<file path="config.mk">
export PLATFORM = sky130hd
export DESIGN_NAME = digit_streamer
export DESIGN_NICKNAME = d
export VERILOG_FILES = /design/src/rtl/digit_pkg.sv /design/src/rtl/bcd_adjust.sv /design/src/rtl/digit_streamer.sv
export SDC_FILE = /design/constraint.sdc
export NUM_CORES = 1
export LEC_CHECK = 0
export ABC_AREA = 1
export BUFFER_PORTS_ARGS = -buffer_cell sky130_fd_sc_hd__buf_4
export CAP_MARGIN = 5
export CORE_MARGIN = 2
export CORE_UTILIZATION = 45
export DETAILED_ROUTE_END_ITERATION = 8
export GPL_TIMING_DRIVEN = 0
export REMOVE_ABC_BUFFERS = 1
export SLEW_MARGIN = 20
export SYNTH_ARGS = -nofsm -noshare
export SYNTH_HDL_FRONTEND = slang
export SYNTH_SLANG_ARGS = --single-unit
</file>
<file path="constraint.sdc">
create_clock -name clk -period 4.75 [get_ports clk]
set_input_delay 0.475 -clock clk [delete_from_list [all_inputs] [get_ports clk]]
set_output_delay 0.475 -clock clk [all_outputs]
set_load 0.02 [all_outputs]
</file>
<file path="src/rtl/digit_pkg.sv">
`default_nettype none
// ============================================================================
// Module      : digit_pkg
// Description : Shared types for the digit counter / digit streamer pair.
// Revision    : 1.0 - initial release
// ============================================================================
package digit_pkg;

    typedef enum logic [1:0] {
        IDLE    = 2'd0,
        CONVERT = 2'd1,
        STREAM  = 2'd2
    } state_t;

    localparam int DEFAULT_DIGITS = 10;

    typedef logic [3:0] bcd_nib_t;

endpackage : digit_pkg
`default_nettype wire

</file>
<file path="src/rtl/bcd_adjust.sv">
`default_nettype none
// ============================================================================
// Module      : bcd_adjust
// Description : Double-dabble nibble correction, adds 3 when nibble >= 5.
// Revision    : 1.0 - initial release
// ============================================================================
module bcd_adjust
    import digit_pkg::*;
(
    input  bcd_nib_t i_nib,
    output bcd_nib_t o_nib
);

    always_comb begin
        o_nib = i_nib;
        if (i_nib >= 4'd5) begin
            o_nib = i_nib + 4'd3;
        end
    end

endmodule : bcd_adjust
`default_nettype wire

</file>
<file path="src/rtl/digit_streamer.sv">
`default_nettype none
// ============================================================================
// Module      : digit_streamer
// Description : Binary to BCD via iterative double dabble, then streams the
//               low-order digits MSD first over valid/ready.
// Revision    : 1.0 - initial release
// ============================================================================
module digit_streamer
    import digit_pkg::*;
#(
    parameter int WIDTH  = 32,
    parameter int DIGITS = DEFAULT_DIGITS
) (
    input  logic             clk,
    input  logic             rst,
    input  logic             in_valid,
    output logic             in_ready,
    input  logic [WIDTH-1:0] n,
    input  logic [7:0]       count,
    output logic             out_valid,
    input  logic             out_ready,
    output logic [3:0]       digit,
    output logic             out_last,
    output logic             busy
);

    localparam int c_CW = $clog2(WIDTH + 1);

    state_t                  r_state;
    state_t                  w_state_nxt;
    logic [WIDTH-1:0]        r_bin;
    bcd_nib_t [DIGITS-1:0]   r_bcd;
    bcd_nib_t [DIGITS-1:0]   w_adj;
    logic [c_CW-1:0]         r_cnt;
    logic [3:0]              r_ec;
    logic [3:0]              r_idx;
    logic [3:0]              w_ec;
    logic [DIGITS*4+WIDTH-1:0] w_shift;
    logic                    w_accept;
    logic                    w_pop;
    logic                    w_last_bit;

    // Zero count still means "print 0"; oversize counts clamp to register depth
    always_comb begin
        w_ec = count[3:0];
        if (count == 8'd0) begin
            w_ec = 4'd1;
        end else if (count > 8'(DIGITS)) begin
            w_ec = 4'(DIGITS);
        end
    end

    for (genvar g = 0; g < DIGITS; g++) begin : g_adj
        bcd_adjust u_adj (
            .i_nib (r_bcd[g]),
            .o_nib (w_adj[g])
        );
    end

    assign w_shift    = {w_adj, r_bin} << 1;
    assign w_accept   = (r_state == IDLE) && in_valid;
    assign w_pop      = (r_state == STREAM) && out_ready;
    assign w_last_bit = (r_cnt == c_CW'(1));

    always_ff @(posedge clk or negedge rst) begin
        if (!rst) begin
            r_state <= IDLE;
        end else begin
            r_state <= w_state_nxt;
        end
    end

    always_comb begin
        w_state_nxt = r_state;
        in_ready    = 1'b0;
        out_valid   = 1'b0;
        busy        = 1'b0;
        digit       = 4'd0;
        out_last    = 1'b0;
        case (r_state)
            IDLE: begin
                in_ready = 1'b1;
                if (in_valid) begin
                    w_state_nxt = CONVERT;
                end
            end
            CONVERT: begin
                busy = 1'b1;
                if (w_last_bit) begin
                    w_state_nxt = STREAM;
                end
            end
            STREAM: begin
                busy      = 1'b1;
                out_valid = 1'b1;
                digit     = r_bcd[r_idx];
                out_last  = (r_idx == 4'd0);
                if (out_ready && (r_idx == 4'd0)) begin
                    w_state_nxt = IDLE;
                end
            end
            default: begin
                w_state_nxt = IDLE;
            end
        endcase
    end

    always_ff @(posedge clk or negedge rst) begin
        if (!rst) begin
            r_bin <= '0;
            r_bcd <= '0;
            r_cnt <= '0;
            r_ec  <= '0;
            r_idx <= '0;
        end else begin
            if (w_accept) begin
                r_bin <= n;
                r_bcd <= '0;
                r_cnt <= c_CW'(WIDTH);
                r_ec  <= w_ec;
            end else if (r_state == CONVERT) begin
                r_bcd <= w_shift[DIGITS*4+WIDTH-1:WIDTH];
                r_bin <= w_shift[WIDTH-1:0];
                r_cnt <= r_cnt - c_CW'(1);
                if (w_last_bit) begin
                    r_idx <= r_ec - 4'd1;
                end
            end else if (w_pop && (r_idx != 4'd0)) begin
                r_idx <= r_idx - 4'd1;
            end
        end
    end

endmodule : digit_streamer
`default_nettype wire

</file>
; Yosys cells after proc, flatten, opt, wreduce, memory -nomap -nowiden
; Cells that the tools add are included.
[word_totals]
word_cells = 92
inputBits = 44
regBits = 88
output_inout_bits = 8
[op_classes]
bitwise = 1
n_eq_ne = 6
order_cmp = 12
n_mux = 32
addsub = 13
reduce_logical = 13
[ops]
columns = op, count
row1 = 2-to-1 mux 40 bit, 2
row2 = 2-to-1 mux 32 bit, 2
row3 = 2-to-1 mux 4 bit, 16
row4 = greater-or-equal comparator 4 x 3 -> 1 bit (second input constant), 10
row5 = adder 4 x 2 -> 4 bit (second input constant), 9
row6 = binary-select mux 4 bit (select 4 bit), 1
row7 = 2-to-1 mux 6 bit, 2
row8 = > comparator 8 x 4 -> 1 bit (second input constant), 1
row9 = zero test 8 bit, 1
row10 = subtractor 4 x 1 -> 4 bit (second input constant), 2
row11 = equality test 6 x 1 -> 1 bit (second input constant), 1
row12 = 2-to-1 mux 2 bit, 3
row13 = case mux 2 bit (3 select lines), 1
row14 = AND reduction 3 bit, 2
row15 = subtractor 6 x 1 -> 6 bit (second input constant), 1
row16 = less-than comparator 4 x 5 -> 1 bit (second input constant), 1
row17 = logical AND 1 bit, 4
row18 = zero test 4 bit, 1
row19 = 2-to-1 mux 1 bit, 4
row20 = != test 2 bit (second input constant), 2
row21 = nonzero test 2 bit, 2
row22 = nonzero test 4 bit, 1
row23 = adder 3 x 2 -> 3 bit (second input constant), 1
row24 = 2-to-1 mux 3 bit, 1
row25 = other kinds (6), 6

; Logic depth before layout (Yosys ltp)
[logic_depth]
word_depth = 5
mapped_depth = 9
mapped_depth_nobuf = 9

; Cells and area by module
; Synthesis repeated with hierarchy kept, for this count alone.
[unflattened]
hier_cells = 775
hier_area_um2 = 5774.3
[modules_own_cells]
columns = module, cells_per_inst, seq_area_each_um2, area_each_um2, instances
row1 = digit_streamer, 545, 2202.1, 4423.0, 1
row2 = bcd_adjust, 23, 0.0, 135.1, 10

; Least setup slack after synthesis
; No wires, ideal clock.
[synth_path]
path_type = register to output
startpoint = register r_idx[1]
endpoint = output digit[0]
setup_slack_ps = 2939
required_ps = 4275
path_stages_with_launch = 5
t_arrival_ps = 1336
path_cell_list = dfrtp_1 clkbuf_1 nor3_1 nand2_1 a21oi_1
[synth_via]
elab_chain_cells = 3
[synth_lines]
columns = item, line_no
row1 = "start, declared", digit_streamer.sv:36  ; logic [3:0] r_idx;
row2 = "start signal, assigned", digit_streamer.sv:126  ; r_idx <= r_ec - 4'd1;
row3 = "start signal, assigned", digit_streamer.sv:129  ; r_idx <= r_idx - 4'd1;
row4 = binary-select mux 4 bit (select 4 bit), digit_streamer.sv:96  ; digit = r_bcd[r_idx];
row5 = 2-to-1 mux 4 bit (implied by the code), digit_streamer.sv:96
row6 = 2-to-1 mux 4 bit, digit_streamer.sv:80  ; case (r_state)
row7 = "end, declared", digit_streamer.sv:22  ; output logic [3:0] digit,
; No other way between the ends. The select of a mux whose other input is x is not followed.

; Worst setup path after layout
[layout_path]
startpoint = register r_idx[0]
endpoint = output digit[1]
; Same word-level chain as after synthesis.

==> flow_summary.ini <==
[timing]
final.setup_skew_ns = 0.00572
finalHoldViolCount = 0
max_slew.worst_pin.slew_ns = 0.807
min_period_ns = 2.85
rsz0062_at_grt = false
drv_slew = 0
relSlewSlack_pct = 46.2
max_freq_mhz = 351
min_period_over_period_pct = 60.0
fin_tns_setup_ns = 0
finalSetupViolCount = 0

[floorplanning]
die_area_um2 = 12100
die_y_um = 110
rows = 38
coreArea_um2 = 10900
chipWidth_um = 110
ios = 52
start_util_pct = 46.3

[routing]
vias = 4336
detail-route-antenna-nets = 0
met3_length_um = 441
drt_iter0_drc = 289
via_per_inst = 5.26
routedWlPerCell_um = 13.7
drc = 0
highest_layer = met4
drt_wl_total_um = 11300
m1WireLength_um = 5330
met2_length_um = 5350
drtPass1Iterations = 5

[power]
p_sw_w = 0.00123
total_power_w = 0.00291
p_int_w = 0.00168
peakVddDrop_v = 0.000336
swShare_pct = 42.2
p_comb_share_pct = 42.7
p_per_area_nw_per_um2 = 509
p_clk_share_pct = 20.3
seqPwrFrac_pct = 36.9
leakagePower_nw = 2.75

[finish]
fin_nets = 751
final_area_um2 = 5720
diodes = 0
drive_above_1_share_pct = 12.7
syn_to_final_growth_pct = 13.6
fill_cells = 1033
multi_input_area_um2 = 2330
layout.cells.non_filler = 824
seq_area_um2 = 2200

[setup_path]
worstPathArrival_ns = 2.38
crit_chain = inv_2 > nand2_1 > nand3_1 > nand3_1 > nand3_1 > a21oi_1 > buf_4
worst-path-buf-inv = 2
worstSetupPathType = reg2out
startpoint_type = flip-flop
worst-path-max-fanout = 25
cpLargestDelayFamily = flip-flops
cp_common_cell = nand3_1
crit_path_end_kind = output port
cp_slowest_cell = dfrtp_1
critPathMaxStageDelay_ns = 0.83
crit_required_ns = 4.28

[yosys]
ys_seq_area_share_pct = 43.7
synth.distinct_cells = 30
syn_inst = 639
ys_ff_latch = 88
ys_warn_count = 0
avgSynthCellArea_um2 = 7.89
syn_area_um2 = 5040

[place]
globalplace.congestion = 0.844
port_buffers = 51
dp_cells = 808
place_area_um2 = 5500
detailed_place_hpwl_um = 7570

[clock_tree]
post_cts_buffers = 0
clk_pin_slew_ns = 0.09
cts-buffers-inserted = 9
holdBufCountCts = 0
root_buffer = clkbuf_8
cts.sinks = 88
clock_latency_ns = 0.37
cts_max_level = 3
cts-resized-gates = 0
cts.path.max_buffers = 2
cts_tree = done

[run]
cap_violations = 0

[global_route]
grt_max_degree = 89
grt_use_total_pct = 20.4
grt_pass1_wl_um = 19400
antenna_found_initial = 0
grt_pass1_vias = 4376
grt.overflow.total = 0

[run_status]
run_status = completed

[min_path]
hold_class = in2async
[Yosys cell counts]
master	instances	area, um^2
xnor2_1	1	8.76
nand4_1	9	56.3
inv_1	96	360
dfrtp_1	88	2200
a21oi_1	28	140
o21ai_0	88	440
buf_2	7	35.0
nand2_4	1	11.3
xor2_1	2	17.5
ha_1	28	350
o211ai_1	12	90.1
nor2_1	19	71.3
clkinv_1	1	3.75
inv_2	2	7.51
or2_2	7	43.8
o221ai_1	19	166
clkbuf_1	9	33.8
nand2_1	140	526
o22ai_1	6	37.5
nand3_2	1	10.0
nand3_1	53	265
inv_4	2	12.5
or2_1	1	6.26
o21ai_2	3	26.3
buf_6	2	22.5
buf_4	5	37.5
o21ai_1	4	20.0
nand2_2	1	6.26
o32ai_2	1	16.3
nor3_1	3	15.0
[cell usage in the layout, fill, tap and decap left out, types with 2 or more instances in the layout]
cell | Yosys | layout
nand3_1 | 53 | 53
o21ai_1 | 4 | 4
o221ai_1 | 19 | 19
inv_1 | 96 | 95
clkinvlp_4 | 0 | 2
xor2_1 | 2 | 2
clkbuf_8 | 0 | 10
inv_4 | 2 | 2
ha_1 | 28 | 28
nand2_1 | 140 | 139
o211ai_1 | 12 | 12
inv_2 | 2 | 3
o21ai_0 | 88 | 88
nand4_1 | 9 | 9
o21ai_2 | 3 | 3
nor2_1 | 19 | 19
or2_2 | 7 | 7
nand2_2 | 1 | 2
dfrtp_1 | 88 | 88
a21oi_1 | 28 | 28
nor3_1 | 3 | 3
bufinv_16 | 0 | 2
buf_4 | 5 | 50
o22ai_1 | 6 | 6
[worst reg2reg max path, stage by stage, from the launching register on]
cell,delay [ns]
dfrtp_1,0.41
inv_1,0.12
ha_1,0.33
inv_2,0.17
nand2_4,0.59
inv_4,0.17
nand3_2,0.12
o21ai_2,0.10
or2_1,0.24
nand2_1,0.05
[path summary, 6_finish.rpt]
kind	endpoint	start	slack (ns)	depth (start not counted)
setup / recovery	digit[1]	r_idx[0]	1.90	7
hold / removal	r_bcd[6]	rst	0.17	1
setup reg to reg	r_idx[3]	r_state[1]	2.40	9
hold reg to reg	r_cnt[5]	r_cnt[5]	0.48	1
max in group asynchronous	r_bin[21]	rst	4.04	1
min in group clk	r_bin[0]	n[0]	0.31	3
[registers in the layout, indices dropped and copies added, names as in the netlist]
register  count
r_bcd        40
r_ec          4
r_state       2
r_idx         4
r_bin        32
r_cnt         6
[power groups by stage]
| stage | logic, W | registers [W] | clock network, W |
|---|---|---|---|
| floorplan | 0.000882 | 0.00106 | 0 |
| global route | 0.00142 | 0.00110 | 0.000637 |
| detailed placement | 0.00125 | 0.00109 | 0 |
| finish | 0.00125 | 0.00108 | 0.000592 |
| global placement | 0.00120 | 0.00109 | 0 |
| CTS | 0.00126 | 0.00108 | 0.000609 |
[stage by stage]
stage | worst slack [ns] | utilization, % | hold slack, ns
after global routing | 1.71 | 52.6 | 0.242
final | 1.90 | 52.6 | 0.169
after CTS | 1.91 | 52.6 | 0.213
after global placement | 1.53 | 50.2 | 0.468
after detailed placement | 2.32 | 50.5 | 0.466
after floorplan | 2.32 | - | 0.179
[per-layer routing]
layer	track usage, %	vias up
met5	0	-
met4	8.05	0
met3	3.79	17
met2	34.7	93
met1	25.6	2031
li1	-	2195
[layout make-up]
cell class | instances | share of cell area, %
flip-flops and latches | 88 | 38.5
repair buffers | 52 | 7.23
clock buffers | 11 | 2.47
inverters | 101 | 6.71
multi-input cells | 427 | 40.7
well taps | 140 | 3.06
clock inverters | 5 | 1.40
[logic make-up (layout without fill, tap and decap cells)]
| logic type | count (synthesis) | count (layout) | synth area share, % |
|---|---|---|---|
| AO/OA/AOI/OAI | 161 | 161 | 18.6 |
| XOR/XNOR | 3 | 3 | 0.521 |
| adder cells (fa/ha/maj) | 28 | 28 | 6.95 |
| buffers and inverters | 124 | 169 | 10.2 |
| flip-flops | 88 | 88 | 43.7 |
| AND/OR/NAND/NOR | 235 | 235 | 20.1 |
No activity file was read; power rests on OpenSTA's default activity.
